<file path="src/rtl/nios2_dct_trace_packer.sv">
// Nios II OCI DCT trace packer: shifts 2-bit branch codes into a 30-bit buffer and
// hands closed {count, buffer} frames to the trace FIFO over valid/ready.
module nios2_dct_trace_packer #(
    parameter int unsigned ENTRY_W = 2,
    parameter int unsigned DEPTH   = 15,
    parameter int unsigned CNT_W   = 4
) (
    input  logic                           clk,
    input  logic                           reset,
    input  logic                           trace_en,
    input  logic                           dct_valid,
    input  logic [ENTRY_W-1:0]             dct_code,
    input  logic                           flush_req,
    input  logic                           test_ending,
    input  logic                           overflow_clr,
    input  logic                           frm_ready,
    output logic                           frm_valid,
    output logic [CNT_W+ENTRY_W*DEPTH-1:0] frm_data,
    output logic [ENTRY_W*DEPTH-1:0]       dct_buffer,
    output logic [CNT_W-1:0]               dct_count,
    output logic                           busy,
    output logic                           overflow
);

    localparam int unsigned BUF_W = ENTRY_W * DEPTH;
    localparam int unsigned FRM_W = CNT_W + BUF_W;

    typedef enum logic [1:0] {StIdle, StCollect, StStall, StDrain} state_e;

    state_e             state_q, state_d;
    logic [BUF_W-1:0]   buf_q, buf_d;
    logic [CNT_W-1:0]   cnt_q, cnt_d;
    logic               frm_valid_q, frm_valid_d;
    logic [FRM_W-1:0]   frm_data_q, frm_data_d;
    logic               overflow_q, overflow_d;
    logic               end_pend_q, end_pend_d;

    logic [BUF_W-1:0]   next_buf;
    logic [CNT_W-1:0]   next_cnt;
    logic               out_free;
    logic               ending;
    logic               close;

    // Buffer/count as they would be after accepting this cycle's code.
    always_comb begin
        next_buf = dct_valid ? {buf_q[BUF_W-ENTRY_W-1:0], dct_code} : buf_q;
        next_cnt = cnt_q + CNT_W'(dct_valid);
        out_free = ~frm_valid_q | frm_ready;
        ending   = ~trace_en | test_ending;
        close    = (next_cnt == CNT_W'(DEPTH)) | flush_req | ending;
    end

    always_comb begin
        state_d     = state_q;
        buf_d       = buf_q;
        cnt_d       = cnt_q;
        frm_valid_d = frm_valid_q & ~frm_ready;
        frm_data_d  = frm_data_q;
        overflow_d  = overflow_q & ~overflow_clr;
        end_pend_d  = end_pend_q;

        unique case (state_q)
            StIdle: begin
                if (trace_en) begin
                    state_d = StCollect;
                end
            end
            StCollect: begin
                buf_d = next_buf;
                cnt_d = next_cnt;
                if (close) begin
                    if (next_cnt == '0) begin
                        state_d = ending ? StDrain : StCollect;
                    end else if (out_free) begin
                        frm_valid_d = 1'b1;
                        frm_data_d  = {next_cnt, next_buf};
                        buf_d       = '0;
                        cnt_d       = '0;
                        state_d     = ending ? StDrain : StCollect;
                    end else begin
                        state_d    = StStall;
                        end_pend_d = test_ending;
                    end
                end
            end
            StStall: begin
                if (dct_valid) begin
                    overflow_d = 1'b1;
                end
                if (test_ending) begin
                    end_pend_d = 1'b1;
                end
                // frm_valid is always set here, so ready alone means a transfer.
                if (frm_ready) begin
                    frm_valid_d = 1'b1;
                    frm_data_d  = {cnt_q, buf_q};
                    buf_d       = '0;
                    cnt_d       = '0;
                    end_pend_d  = 1'b0;
                    state_d     = (~trace_en | end_pend_q | test_ending) ? StDrain : StCollect;
                end
            end
            StDrain: begin
                if (out_free) begin
                    state_d = StIdle;
                end
            end
            default: state_d = StIdle;
        endcase
    end

    always_ff @(posedge clk) begin
        if (reset) begin
            state_q     <= StIdle;
            buf_q       <= '0;
            cnt_q       <= '0;
            frm_valid_q <= 1'b0;
            frm_data_q  <= '0;
            overflow_q  <= 1'b0;
            end_pend_q  <= 1'b0;
        end else begin
            state_q     <= state_d;
            buf_q       <= buf_d;
            cnt_q       <= cnt_d;
            frm_valid_q <= frm_valid_d;
            frm_data_q  <= frm_data_d;
            overflow_q  <= overflow_d;
            end_pend_q  <= end_pend_d;
        end
    end

    assign frm_valid  = frm_valid_q;
    assign frm_data   = frm_data_q;
    assign dct_buffer = buf_q;
    assign dct_count  = cnt_q;
    assign overflow   = overflow_q;
    assign busy       = (state_q != StIdle) | frm_valid_q;

endmodule

</file>
<file path="config.mk">
export PLATFORM = sky130hd
export DESIGN_NAME = nios2_dct_trace_packer
export DESIGN_NICKNAME = d
export VERILOG_FILES = /design/src/rtl/nios2_dct_trace_packer.sv
export SDC_FILE = /design/constraint.sdc
export NUM_CORES = 1
export LEC_CHECK = 0
export ABC_AREA = 1
export ABC_CLOCK_PERIOD_IN_PS = 2400
export BUFFER_PORTS_ARGS = -buffer_cell sky130_fd_sc_hd__buf_2
export CAP_MARGIN = 15
export CORE_AREA = 2 2 88 90
export DETAILED_ROUTE_END_ITERATION = 8
export DIE_AREA = 0 0 90 92
export GPL_TIMING_DRIVEN = 0
export MAX_ROUTING_LAYER = met4
export PLACE_DENSITY = 0.78
export SLEW_MARGIN = 20
export SYNTH_ARGS = -nofsm -noshare
export SYNTH_HDL_FRONTEND = slang
export SYNTH_SLANG_ARGS = --single-unit
</file>
<file path="constraint.sdc">
create_clock -name clk -period 2.4 [get_ports clk]
set_input_delay 0.24 -clock clk [delete_from_list [all_inputs] [get_ports clk]]
set_output_delay 0.24 -clock clk [all_outputs]
set_load 0.005 [all_outputs]
</file>
### Yosys cells after proc, flatten, opt, wreduce, memory -nomap -nowiden

Cells that the tools add are included.

| operators by class | value |
|---|---|
| multipliers | 0 |
| shifts and indexed selects | 0 |
| div/mod/pow operators | 0 |
| magnitude comparators | 0 |
| equality and inequality tests | 12 |
| multiplexer cells | 38 |
| bitwise operators | 13 |
| $add $sub $neg | 1 |
| reductions and logical operators | 8 |

Operators with widths:

| kind | number |
|---|---|
| two-way mux 30 bit | 5 |
| two-way mux 34 bit | 4 |
| one-hot mux 34 bit (2 select lines) | 1 |
| one-hot mux 30 bit (2 select lines) | 1 |
| two-way mux 2 bit | 8 |
| two-way mux 4 bit | 4 |
| != test 2 bit, second input constant | 7 |
| two-way mux 1 bit | 11 |
| AND reduction 5 bit | 2 |
| one-hot mux 2 bit (4 select lines) | 1 |
| one-hot mux 4 bit (2 select lines) | 1 |
| OR 1 bit | 7 |
| adder 4 x 1 -> 4 bit | 1 |
| == test 2 bit, second input constant | 2 |
| == test 4 bit, second input constant | 1 |
| zero test 4 bit | 1 |
| NOT 1 bit | 4 |
| one-hot mux 1 bit (2 select lines) | 2 |
| AND reduction 4 bit | 1 |
| nonzero test 2 bit | 2 |
| != test 3 bit, second input constant | 1 |
| bitwise AND 1 bit | 2 |
| == test 2 x 1 -> 1 bit, second input constant | 1 |
| zero test 2 bit | 1 |
| AND reduction 2 bit | 1 |

| word-level totals | value |
|---|---|
| memories | 0 |
| register bits | 73 |
| ROM bits | 0 |
| latch bits | 0 |
| bits in writable memories | 0 |
| input port bits | 10 |
| output and inout port bits | 71 |
| logic and storage cells | 79 |

### Depth between registers and ports, before layout

| logic depth | value |
|---|---|
| word-level depth | 7 |
| depth in mapped cells | 14 |
| gate-level depth less buffers | 13 |

### Worst setup path after synthesis

No wires, ideal clock.

| timing | value |
|---|---|
| kind | reg2reg |
| from | reg cnt_q[0] (netlist: dct_count[0]) |
| to | reg frm_data_q[24] (netlist: frm_data[24]) |
| stages on the path, launching flop included | 13 |
| setup time | 0.113 ns |
| buffers on the path | 2 |
| data required time | 2.287 ns |
| arrival time | 1.745 ns |
| period minus slack after synthesis | 1.858 ns |
| setup slack | 0.542 ns |
| cell sequence | dfxtp_1 ha_1 ha_1 inv_1 nand2_1 nor2_1 nand2_1 nand3_4 nand2_4 buf_8 buf_8 a21oi_2 nor2_1 |

| between the ends | value |
|---|---|
| longest elaborated chain between the ends | 6 |
| elaborated cells between the ends (all ways) | 8 |
| those cells by class | add/sub: 1; eq/ne: 3; bitwise: 2; reduce/logical: 2 |

Ends and longest elaborated chain:

| element | RTL line | source |
|---|---|---|
| from (decl) | 32 | `logic [CNT_W-1:0] cnt_q, cnt_d;` |
| from (signal assigned) | 124 | `cnt_q <= cnt_d;` |
| adder 4 x 1 -> 4 bit (*) | 47 | `next_cnt = cnt_q + CNT_W'(dct_valid);` |
| == test 4 bit | 50 | `close = (next_cnt == CNT_W'(DEPTH)) \| flush_req \| ending;` |
| OR 1 bit (2 in a row) | 50 |  |
| != test 2 bit (no source line) | n/a |  |
| AND reduction 5 bit (no source line) (*) | n/a |  |
| to (signal assigned) | 126 | `frm_data_q <= frm_data_d;` |
| to (decl) | 34 | `logic [FRM_W-1:0] frm_data_q, frm_data_d;` |

Mark *: on every way between the ends. The rest lies on a longest branch, timed or not.
A chain may end at the register's enable or synchronous reset.

### Worst setup path in the final report

| timing | value |
|---|---|
| from | reg state_q[0] |
| to | reg buf_q[3] (netlist: dct_buffer[3]) |

| between the ends | value |
|---|---|
| longest elaborated chain between the ends | 3 |
| elaborated cells between the ends (all ways) | 6 |
| those cells by class | eq/ne: 3; mux: 1; reduce/logical: 2 |

Ends and longest elaborated chain:

| element | RTL line | source |
|---|---|---|
| from (decl) | 30 | `state_e state_q, state_d;` |
| from (signal assigned) | 114 | `state_q <= StIdle;` |
| from (signal assigned) | 122 | `state_q <= state_d;` |
| == test 2 bit / == test 2 x 1 -> 1 bit (equally long branches) | 62 | `unique case (state_q)` |
| != test 2 bit (no source line) / nonzero test 2 bit (equally long branches) | n/a |  |
| AND reduction 2 bit (no source line) | n/a |  |
| to (signal assigned) | 123 | `buf_q <= buf_d;` |
| to (decl) | 31 | `logic [BUF_W-1:0] buf_q, buf_d;` |

Several ways; a longest one is shown, not always the timed one.

==> results by group <==
Logic synthesis
  • Syn_nets: 607
  • Seq/Total Area, Yosys: 37.3%
  • Yosys warnings: 0
  • Count of cell types in the netlist: 23
  • Synth Register Bits: 73
  • Avg Cell Area, Syn: 6.65 um^2
  • Mapped Cells: 590
  • Mapped cell area: 3920 um^2

Place
  • Dpl cell area: 4450 um^2
  • Buffers on Ports: 79
  • GPL Wtd Cong: 0.912
  • Final HPWL DP: 7490 um
  • Pre-CTS WS: 0.174 ns

Global route
  • Vias in the first global route: 3932
  • Largest net degree at the start of global routing: 13
  • Global-route wire length before repair: 17900 um
  • Initial antenna violation count: 0
  • Total gr overflow: 0
  • Total Routing Usage GR: 26.9%

Cells and area
  • Most frequent cells in the layout: nand2_1 (110), nor2_1 (101), buf_2 (97)
  • Number of diodes: 0
  • Area delta synth->final: 19.0%
  • Most common cell after layout, fill and taps aside: nand2_1
  • Fillers: 732
  • Final #Nets: 697
  • Share of post-route cells with drive strength above 1: 21.6%
  • Final instance area: 4670 um^2

Clock tree
  • H-tree levels: 3
  • Max clock buf depth: 2
  • Sink Count: 73
  • Clk Tree Root Cell: clkbuf_8
  • CTS tree: done
  • Clk_lat worst skew: 0.35 ns
  • CTS buffer count: 9
  • Reg clk slew, reported paths: 0.07 ns

Detailed routing
  • Mean routed wirelength per cell: 13.6 um
  • Drt total wl: 10700 um
  • Antenna Nets Post-Route: 0
  • First drt pass iteration count: 5
  • # DRC: 0
  • Via Count: 4310
  • Drt via density: 5.48
  • DRT iter0 DRCs: 359

Timing
  • Final setup violation count: 0
  • FMAX: 451 MHz
  • Hold Worst Slack: 0.139 ns
  • Sum Neg Setup Slack: 0 ns
  • Final Hold Fails: 0
  • Setup slack after layout: 0.182 ns
  • Layout Skew: 0.0105 ns
  • Final cycle utilization of the critical path: 92.4%
  • Pins over their slew limit: 0
  • Tmin final: 2.22 ns
  • RSZ-0062 raised after global routing: no
  • Max_slew headroom: 64.5%
  • Worst-Margin Slew: 0.533 ns

Floorplanning
  • Row Count: 32
  • Die Area: 8280 um^2
  • Die width: 90 um
  • Core Region: 7450 um^2
  • Starting Density: 52.7%
  • # IOs: 81
  • Die height: 92 um

Critical path
  • Crit-path max FO: 10
  • Setup crit end kind: flop
  • Worst EP arrival: 2.43 ns
  • Reg2reg end: dct_buffer[3]$_SDFFE_PP0P_
  • Crit start category: flop
  • Reg2Reg Setup Slack: 0.18 ns
  • Classification of the worst setup path: reg -> reg
  • CP startpoint: state_q[0]$_SDFFE_PP0P_
  • Reg2reg start: state_q[0]$_SDFFE_PP0P_
  • WP data required: 2.61 ns
  • Cells on worst reg2reg path: 10

Worst hold path
  • Hold Crit Start: overflow_clr
  • Hold Path End: overflow$_SDFF_PP0_
  • Worst hold stages: 4
  • Worst min path class: in -> reg

Run
  • Max cap viols: 0

Power and ir drop
  • PwrDens: 1470 nW/um^2
  • P_leak: 2.20 nW
  • Total Power: 6.85 mW
  • VDD IR max: 0.704 mV

Status
  • Status: finished, final reports clean
==> registers in the layout (all words and copies together) (netlist names) <==
name / count
frm_data: 34
dct_buffer: 30
dct_count: 4
state_q: 2
end_pend_q: 1
frm_valid: 1
overflow: 1
==> layout make-up <==
| class | instances | area (um^2) | area share [%] |
|---|---|---|---|
| clock inverter | 5 | 78.8 | 1.69 |
| buffer | 49 | 258 | 5.52 |
| inverter | 27 | 101 | 2.17 |
| timing repair buffer | 79 | 395 | 8.47 |
| sequential | 73 | 1460 | 31.3 |
| tap | 102 | 128 | 2.73 |
| clock buffer | 10 | 138 | 2.95 |
| multi-input combinational | 441 | 2110 | 45.1 |
==> what timing repair did <==
action / CTS / global route
hold buffers: 0 / 0
setup endpoints to repair: 0 / 16
buffers inserted: 0 / 0
resized for setup: 0 / 7
==> stage by stage <==
step / instances / utilization [%]
6_report: 786 / 62.7
2_1_floorplan: 590 / -
3_3_place_gp: 771 / 59.7
5_1_grt: 786 / 62.7
3_5_place_dp: 771 / 59.7
4_1_cts: 786 / 62.6
==> Yosys cell counts (all sizes together) <==
cell type	instances	area share (%)
clkbuf	25	2.4
a21oi	103	15
nand3	45	6.2
or2	1	0.16
inv	27	2.6
nand4	4	0.64
ha	7	2.2
nand2	113	11
nor2	101	9.7
buf	24	4.1
a41oi	1	0.22
dfxtp	73	37
o21ai	66	8.4
==> worst max-delay path: stages, from the launching register on <==
cell and delay, ns:
dfxtp_1 0.41, inv_1 0.10, ha_1 0.19, buf_2 0.16
inv_1 0.09, or2_1 0.15, nand2_2 0.12, inv_2 0.07
buf_2 0.22, clkbuf_1 0.43, a21oi_1 0.14
==> power breakdown <==
part / internal, mW / switching [mW] / total (mW) / leakage, nW
Clock: 0.609 / 0.474 / 1.08 / 0.113
Sequential: 1.75 / 0.458 / 2.21 / 0.601
Combinational: 1.44 / 2.12 / 3.56 / 1.49
==> layer usage <==
layer  GRT usage, %  up-vias  wire length (um)
li1               -     2129                 -
met1           35.1     1975              4790
met2           42.0      180              4940
met3           3.94       26               750
met4           11.5        0               238
met5              -        -                 0
==> worst max-delay path by stage <==
stage / end / cells after the start / slack [ns]
after floorplan: frm_data[24]$_SDFFE_PP0P_ / 12 / 0.54
after detailed placement: frm_data[11]$_SDFFE_PP0P_ / 12 / 0.17
after global placement: dct_buffer[7]$_SDFFE_PP0P_ / 11 / 0.26
final: dct_buffer[3]$_SDFFE_PP0P_ / 10 / 0.18
after CTS: frm_data[11]$_SDFFE_PP0P_ / 12 / 0.15
after global routing: dct_buffer[0]$_SDFFE_PP0P_ / 11 / 0.03
==> cell families (layout without fill, tap and decap cells) <==
| group | count (synthesis) | in the layout | synth area share (%) |
|---|---|---|---|
| flops | 73 | 73 | 37.3 |
| buf+inv | 76 | 170 | 9.03 |
| compound gates | 170 | 170 | 23.7 |
| fa+ha+maj | 7 | 7 | 2.23 |
| simple gates | 264 | 264 | 27.8 |
Power figures use the tool's default switching activity.
